**src/rtl/ext_irq_pkg.sv**
```systemverilog
// Shared constants and types for the external interrupt controller.
package ext_irq_pkg;

  localparam int unsigned NUM_SRC_DEF = 16;
  // Wide enough for in-service id+1 with up to 31 sources
  localparam int unsigned ID_W        = 5;

  localparam logic [4:0] OFF_PENDING  = 5'h00;
  localparam logic [4:0] OFF_ENABLE   = 5'h04;
  localparam logic [4:0] OFF_TRIGGER  = 5'h08;
  localparam logic [4:0] OFF_CLAIM    = 5'h0C;
  localparam logic [4:0] OFF_COMPLETE = 5'h10;

  typedef enum logic [1:0] {
    IDLE  = 2'd0,
    REQ   = 2'd1,
    SERVE = 2'd2
  } irq_state_e;

endpackage

```
**src/rtl/ext_irq_ctrl_prio_enc.sv**
```systemverilog
// Lowest-index-first priority encoder: index 0 wins.
module irq_prio_enc #(
  parameter int unsigned N     = 16,
  parameter int unsigned IDX_W = 5
) (
  input  logic [N-1:0]     req,
  output logic             valid,
  output logic [IDX_W-1:0] idx
);

  always_comb begin
    valid = 1'b0;
    idx   = '0;
    for (int unsigned i = 0; i < N; i++) begin
      if (req[i] && !valid) begin
        valid = 1'b1;
        idx   = IDX_W'(i);
      end
    end
  end

endmodule

```
**src/rtl/ext_irq_ctrl.sv**
```systemverilog
// External interrupt controller: pending/enable/trigger registers, claim/complete FSM.
// Optional macro EXT_IRQ_SYNC_EN adds a two-flop synchronizer ahead of edge detection.
module ext_irq_ctrl
  import ext_irq_pkg::*;
#(
  parameter int unsigned NUM_SRC = NUM_SRC_DEF
) (
  input  logic               clk,
  input  logic               reset,
  input  logic [NUM_SRC-1:0] irq_src,
  input  logic               sel,
  input  logic               we,
  input  logic [4:0]         addr,
  input  logic [31:0]        wdata,
  output logic [31:0]        rdata,
  input  logic               irq_ack,
  output logic               meip
);

  logic [NUM_SRC-1:0] sync_out;

`ifdef EXT_IRQ_SYNC_EN
  logic [NUM_SRC-1:0] sync1, sync2;
  always_ff @(posedge clk) begin
    if (reset) begin
      sync1 <= '0;
      sync2 <= '0;
    end else begin
      sync1 <= irq_src;
      sync2 <= sync1;
    end
  end
  assign sync_out = sync2;
`else
  logic [NUM_SRC-1:0] in_q;
  always_ff @(posedge clk) begin
    if (reset) in_q <= '0;
    else       in_q <= irq_src;
  end
  assign sync_out = in_q;
`endif

  logic [NUM_SRC-1:0] lvl_q, lvl_d, rise;
  logic [NUM_SRC-1:0] pending, pending_nxt, enable, trigger;
  logic [ID_W-1:0]    svc_id, cand_idx;
  logic               cand_valid;
  irq_state_e         state, state_nxt;
  logic [31:0]        rd_val;
  logic               wr_en, rd_en, complete_hit, claim;
  logic [NUM_SRC-1:0] w1c_mask;
  logic               unused_wdata;

  assign unused_wdata = ^wdata;

  always_ff @(posedge clk) begin
    if (reset) begin
      lvl_q <= '0;
      lvl_d <= '0;
    end else begin
      lvl_q <= sync_out;
      lvl_d <= lvl_q;
    end
  end

  assign rise = lvl_q & ~lvl_d;

  irq_prio_enc #(
    .N     (NUM_SRC),
    .IDX_W (ID_W)
  ) u_prio (
    .req   (pending & enable),
    .valid (cand_valid),
    .idx   (cand_idx)
  );

  assign wr_en        = sel & we;
  assign rd_en        = sel & ~we;
  assign w1c_mask     = (wr_en && addr == OFF_PENDING) ? wdata[NUM_SRC-1:0] : '0;
  assign claim        = (state == REQ) && irq_ack && cand_valid;
  assign complete_hit = wr_en && (addr == OFF_COMPLETE) && (state == SERVE) &&
                        (wdata[ID_W-1:0] == svc_id + ID_W'(1));

  // Edge bits: set beats clear. Level bits track the line but read 0 while in service,
  // so a level dropped during service does not re-request after COMPLETE.
  always_comb begin
    pending_nxt = '0;
    for (int unsigned i = 0; i < NUM_SRC; i++) begin
      if (trigger[i]) begin
        pending_nxt[i] = rise[i] |
                         (pending[i] & ~(w1c_mask[i] | (claim && cand_idx == ID_W'(i))));
      end else begin
        pending_nxt[i] = lvl_q[i] & ~((state == SERVE) && (svc_id == ID_W'(i)));
      end
    end
  end

  always_comb begin
    state_nxt = state;
    case (state)
      IDLE:    if (cand_valid) state_nxt = REQ;
      REQ: begin
        if (!cand_valid)  state_nxt = IDLE;
        else if (irq_ack) state_nxt = SERVE;
      end
      SERVE:   if (complete_hit) state_nxt = IDLE;
      default: state_nxt = IDLE;
    endcase
  end

  always_comb begin
    rd_val = '0;
    case (addr)
      OFF_PENDING: rd_val[NUM_SRC-1:0] = pending;
      OFF_ENABLE:  rd_val[NUM_SRC-1:0] = enable;
      OFF_TRIGGER: rd_val[NUM_SRC-1:0] = trigger;
      OFF_CLAIM:   if (state == SERVE) rd_val[ID_W-1:0] = svc_id + ID_W'(1);
      default:     rd_val = '0;
    endcase
  end

  always_ff @(posedge clk) begin
    if (reset) begin
      state   <= IDLE;
      pending <= '0;
      enable  <= '0;
      trigger <= '0;
      svc_id  <= '0;
      rdata   <= '0;
      meip    <= 1'b0;
    end else begin
      state   <= state_nxt;
      pending <= pending_nxt;
      meip    <= (state_nxt == REQ);
      if (claim) svc_id <= cand_idx;
      if (wr_en && addr == OFF_ENABLE)  enable  <= wdata[NUM_SRC-1:0];
      if (wr_en && addr == OFF_TRIGGER) trigger <= wdata[NUM_SRC-1:0];
      if (rd_en) rdata <= rd_val;
    end
  end

endmodule

```
**config.mk**
```make
export PLATFORM = sky130hd
export DESIGN_NAME = ext_irq_ctrl
export DESIGN_NICKNAME = d
export VERILOG_FILES = /design/src/rtl/ext_irq_pkg.sv /design/src/rtl/ext_irq_ctrl_prio_enc.sv /design/src/rtl/ext_irq_ctrl.sv
export SDC_FILE = /design/constraint.sdc
export NUM_CORES = 1
export LEC_CHECK = 0
export BUFFER_PORTS_ARGS = -buffer_cell sky130_fd_sc_hd__buf_2
export CAP_MARGIN = 15
export CORE_ASPECT_RATIO = 0.75
export CORE_MARGIN = 2
export CORE_UTILIZATION = 30
export CTS_CLUSTER_SIZE = 28
export DETAILED_ROUTE_END_ITERATION = 12
export HOLD_SLACK_MARGIN = 0.15
export SKIP_LAST_GASP = 1
export SYNTH_ARGS = -nofsm -noshare
export SYNTH_HDL_FRONTEND = slang
export SYNTH_SLANG_ARGS = --single-unit
```
**constraint.sdc**
```tcl
create_clock -name clk -period 4.8 [get_ports clk]
set_input_delay 0.24 -clock clk [delete_from_list [all_inputs] [get_ports clk]]
set_output_delay 0.24 -clock clk [all_outputs]
set_load 0.1 [all_outputs]
```
==> results by group <==
Critical path
  • Dominant delay contributor by cell family on the critical path: simple AND/OR/NAND/NOR gates
  • Max FO, Critical Path: 8
  • Critical path type: reg2reg
  • CP peak stage delay: between 600 and 700 ps
  • Buffers and inverters on the worst path: 0
  • Data arrival time of the critical path: 2800 ps
  • Master of the slowest instance on the critical path: nor4_1
  • CP Data Required Time: about 5100 ps
  • Setup crit end kind: flop
  • Ordered list of cells on the worst path: a22o_2, nor4_4, a31oi_1, nor4_1, a21oi_1
  • Critical path startpoint category: flop

Place
  • Post-detailed-placement half-perimeter wirelength: 10800 µm
  • Total cell area at the placement stage: 5790 µm²
  • Placer Congestion: 0.875
  • Port Buf Inserts: 58
  • Dpl ws: 2350 ps

Timing
  • Period Utilization, post-route: 0.526
  • Setup slack of the critical path after layout: 2270 ps
  • Actual slew at the worst max-slew pin: roughly 880 ps
  • Final-report setup violation count: 0
  • Worst hold margin: 175 ps
  • Post-Route Setup TNS: 0 ps
  • Max Clock Skew: 6.22 ps
  • RSZ-0062 raised after global routing: no
  • Slew Viols, Final: 0
  • Clock period minus worst slack: 2530 ps
  • Max transition margin: 0.409
  • Peak Freq: around 0.40 GHz
  • Final hold violation count: 0

Layout
  • Final-layout fill cell count: about 1800
  • Antenna Diode Count: 0
  • Proportion of layout cells with a drive suffix above 1: 0.156
  • Area Growth Syn to Fin: 25.4%
  • Post-route design area: 6700 µm²
  • Nets: 760

CTS
  • Number of clock buffers inserted by TritonCTS: 17
  • Clock network latency to the later pin of the worst-skew pair: 410 ps
  • Sink Count: between 100 and 150
  • Postcts setup bufs: 0
  • Clock tree from TritonCTS: yes
  • H-tree levels: 4
  • Root buf cell: clkbuf_16
  • Clk pin slew, worst setup/hold paths: 60 ps
  • Maximum buffer depth of the clock tree: 2
  • PostCTS Resize Cnt: 0

Power
  • Power consumption: 2460 µW
  • Leakage power figure: between 0.002 and 0.0025 µW
  • Maximum ir drop on the vdd rail: between 150 and 200 µV
  • Total power density per cell area: 366 nW/µm²

Floorplan
  • DIE HEIGHT: 120 µm
  • Ports placed on the boundary: between 90 and 100
  • Initial core utilization: 0.305
  • Width of the die: 158 µm
  • Number of rows in the core area: 42
  • Core Footprint: 17600 µm²
  • Total die area: ~19000 µm²

Synth
  • Part of the Yosys area used for sequential elements: 0.446
  • Post-synth top flop: dfxtp_1
  • Mean cell area of the mapped netlist: 8.68 µm²
  • Instance count of the mapped netlist: 616
  • Yosys warnings: 0
  • Leading post-synthesis cells by cell area: dfxtp_1, mux2i_1, nand2_1
  • Top cell type by total area after synthesis: dfxtp_1
  • Flip-flop and latch count after synthesis: 119
  • Netlist area before placement: 5350 µm²
  • Fraction of registers with async set/reset: 0
  • Distinct cells, synth: 57
  • Cell with the most instances after synthesis: dfxtp_1
  • Area fraction of the dominant cell type after synthesis: 0.446
  • Post-synth EDFFs: 0
  • Cell types with the highest counts after synthesis: dfxtp_1, nand2_1, nor2_1

GRT
  • Vias in the first global route: 4098
  • Initial antenna violation count: 0
  • Total global routing track utilization: 0.162
  • Pin count of the biggest net entering global routing: 68
  • Aggregate global routing overflow: 0
  • First-pass GRT wire length: 23100 µm

Detailed routing
  • DRT Wirelength: 15000 µm
  • Number of optimization iterations in the first detailed-route pass: 5
  • Vias per inst: approximately 4.8
  • Detailed Route Iter0 Violations: 488
  • Average wire length per cell after detail routing: 15.7 µm
  • Residual DRC: 0
  • Final ANT Viol Nets: 0
  • Routed vias: around 4600

Outcome
  • Status: completed

Run
  • Max-cap viol count: 0

Min path
  • Worst hold path type: in2reg
[per-layer routing]
metal	vias up	GRT usage	routed length [µm]
li1	2317	-	-
met1	2066	0.262	8000
met2	196	0.191	5380
met3	13	0.0542	1440
met4	0	0.0524	134
met5	-	0	0
[where the power goes]
group / leakage [µW] / internal (µW) / switching, µW
clock: 0.000275 / 779 / 479
sequential: 0.000968 / 1010 / 11.1
combinational: 0.00123 / 55.5 / 122
[cells in the final DEF (no fill, tap or decap), drive strengths merged, types with 3 or more instances in the layout]
cell type    instances
a22oi               20
nand2               77
o221ai               6
o22ai                4
mux2i               33
a21oi               29
dfxtp              119
clkinv               6
o21a                 4
a22o                10
clkbuf              18
nor2b               43
buf                 63
nand2b               8
o21ai               33
and2                 3
a21boi               5
clkinvlp             5
ha                   4
o221a                4
or3                  4
nand4                5
nor4                 6
dlygate4sd3         32
nand3                8
xnor2                3
or2                  3
a211oi               8
a32o                 3
o311ai               5
xor2                 3
inv                 15
nor3                 4
conb                16
nor2                68
a31oi                8
nand3b               3
[through the flow]
| step | util | std cells |
|---|---|---|
| floorplan | - | 631 |
| global placement | 0.330 | 888 |
| detailed placement | 0.330 | 888 |
| CTS | 0.382 | 952 |
| global route | 0.382 | 953 |
| finish | 0.382 | 953 |
[flip-flops by register name (all words and copies together) (netlist names)]
signal,flops
enable,16
in_q,16
lvl_d,16
lvl_q,16
pending,16
rdata,16
trigger,16
svc_id,4
state,2
meip,1
[path summary, 6_finish.rpt]
kind                                 start        end  slack (ps)  cells after the start
worst max-delay path            pending[0]   state[1]        2270                      5
worst min-delay path               irq_ack   state[0]         180                      4
worst min register to register    in_q[15]  lvl_q[15]         430                      1
worst max register to register  pending[0]   state[1]        2270                      5
[worst reg2reg max path: cells and delay by family, from the launching register on]
kind | cells | cell delay (ps)
AOI/OAI and AO/OA | 3 | 880
DFF | 1 | 360
and+or+nand+nor | 2 | 1150
[logic make-up (layout without fill, tap and decap cells)]
| kind of cell | Yosys count | in the layout | synth area share |
|---|---|---|---|
| and+or+nand+nor | 236 | 236 | 0.214 |
| AOI/OAI and AO/OA | 156 | 156 | 0.203 |
| muxes | 33 | 33 | 0.0618 |
| xor gates and xnor gates | 6 | 6 | 0.00983 |
| other | 1 | 16 | 0.000701 |
| adders and majority gates | 4 | 4 | 0.00936 |
| buffers and inverters | 61 | 141 | 0.0559 |
| DFF | 119 | 119 | 0.446 |
[what timing repair did]
| item | 4_1_cts | 5_1_grt |
|---|---|---|
| endpoints found under the setup margin | 0 | 0 |
| hold endpoints to repair | 44 | 0 |
| hold buffers | 32 | 0 |
[area by class of cell]
class                   instances  area (µm²)  share of cell area
multi-input cells             451        2730               0.407
flip-flops and latches        119        2380               0.355
repair buffers                 95         648              0.0967
clock buffers                  18         439              0.0655
well taps                     242         303              0.0452
clock inverters                14         151              0.0226
inverters                      14        52.6             0.00784
Note: power is estimated with default switching activity, not from simulation.
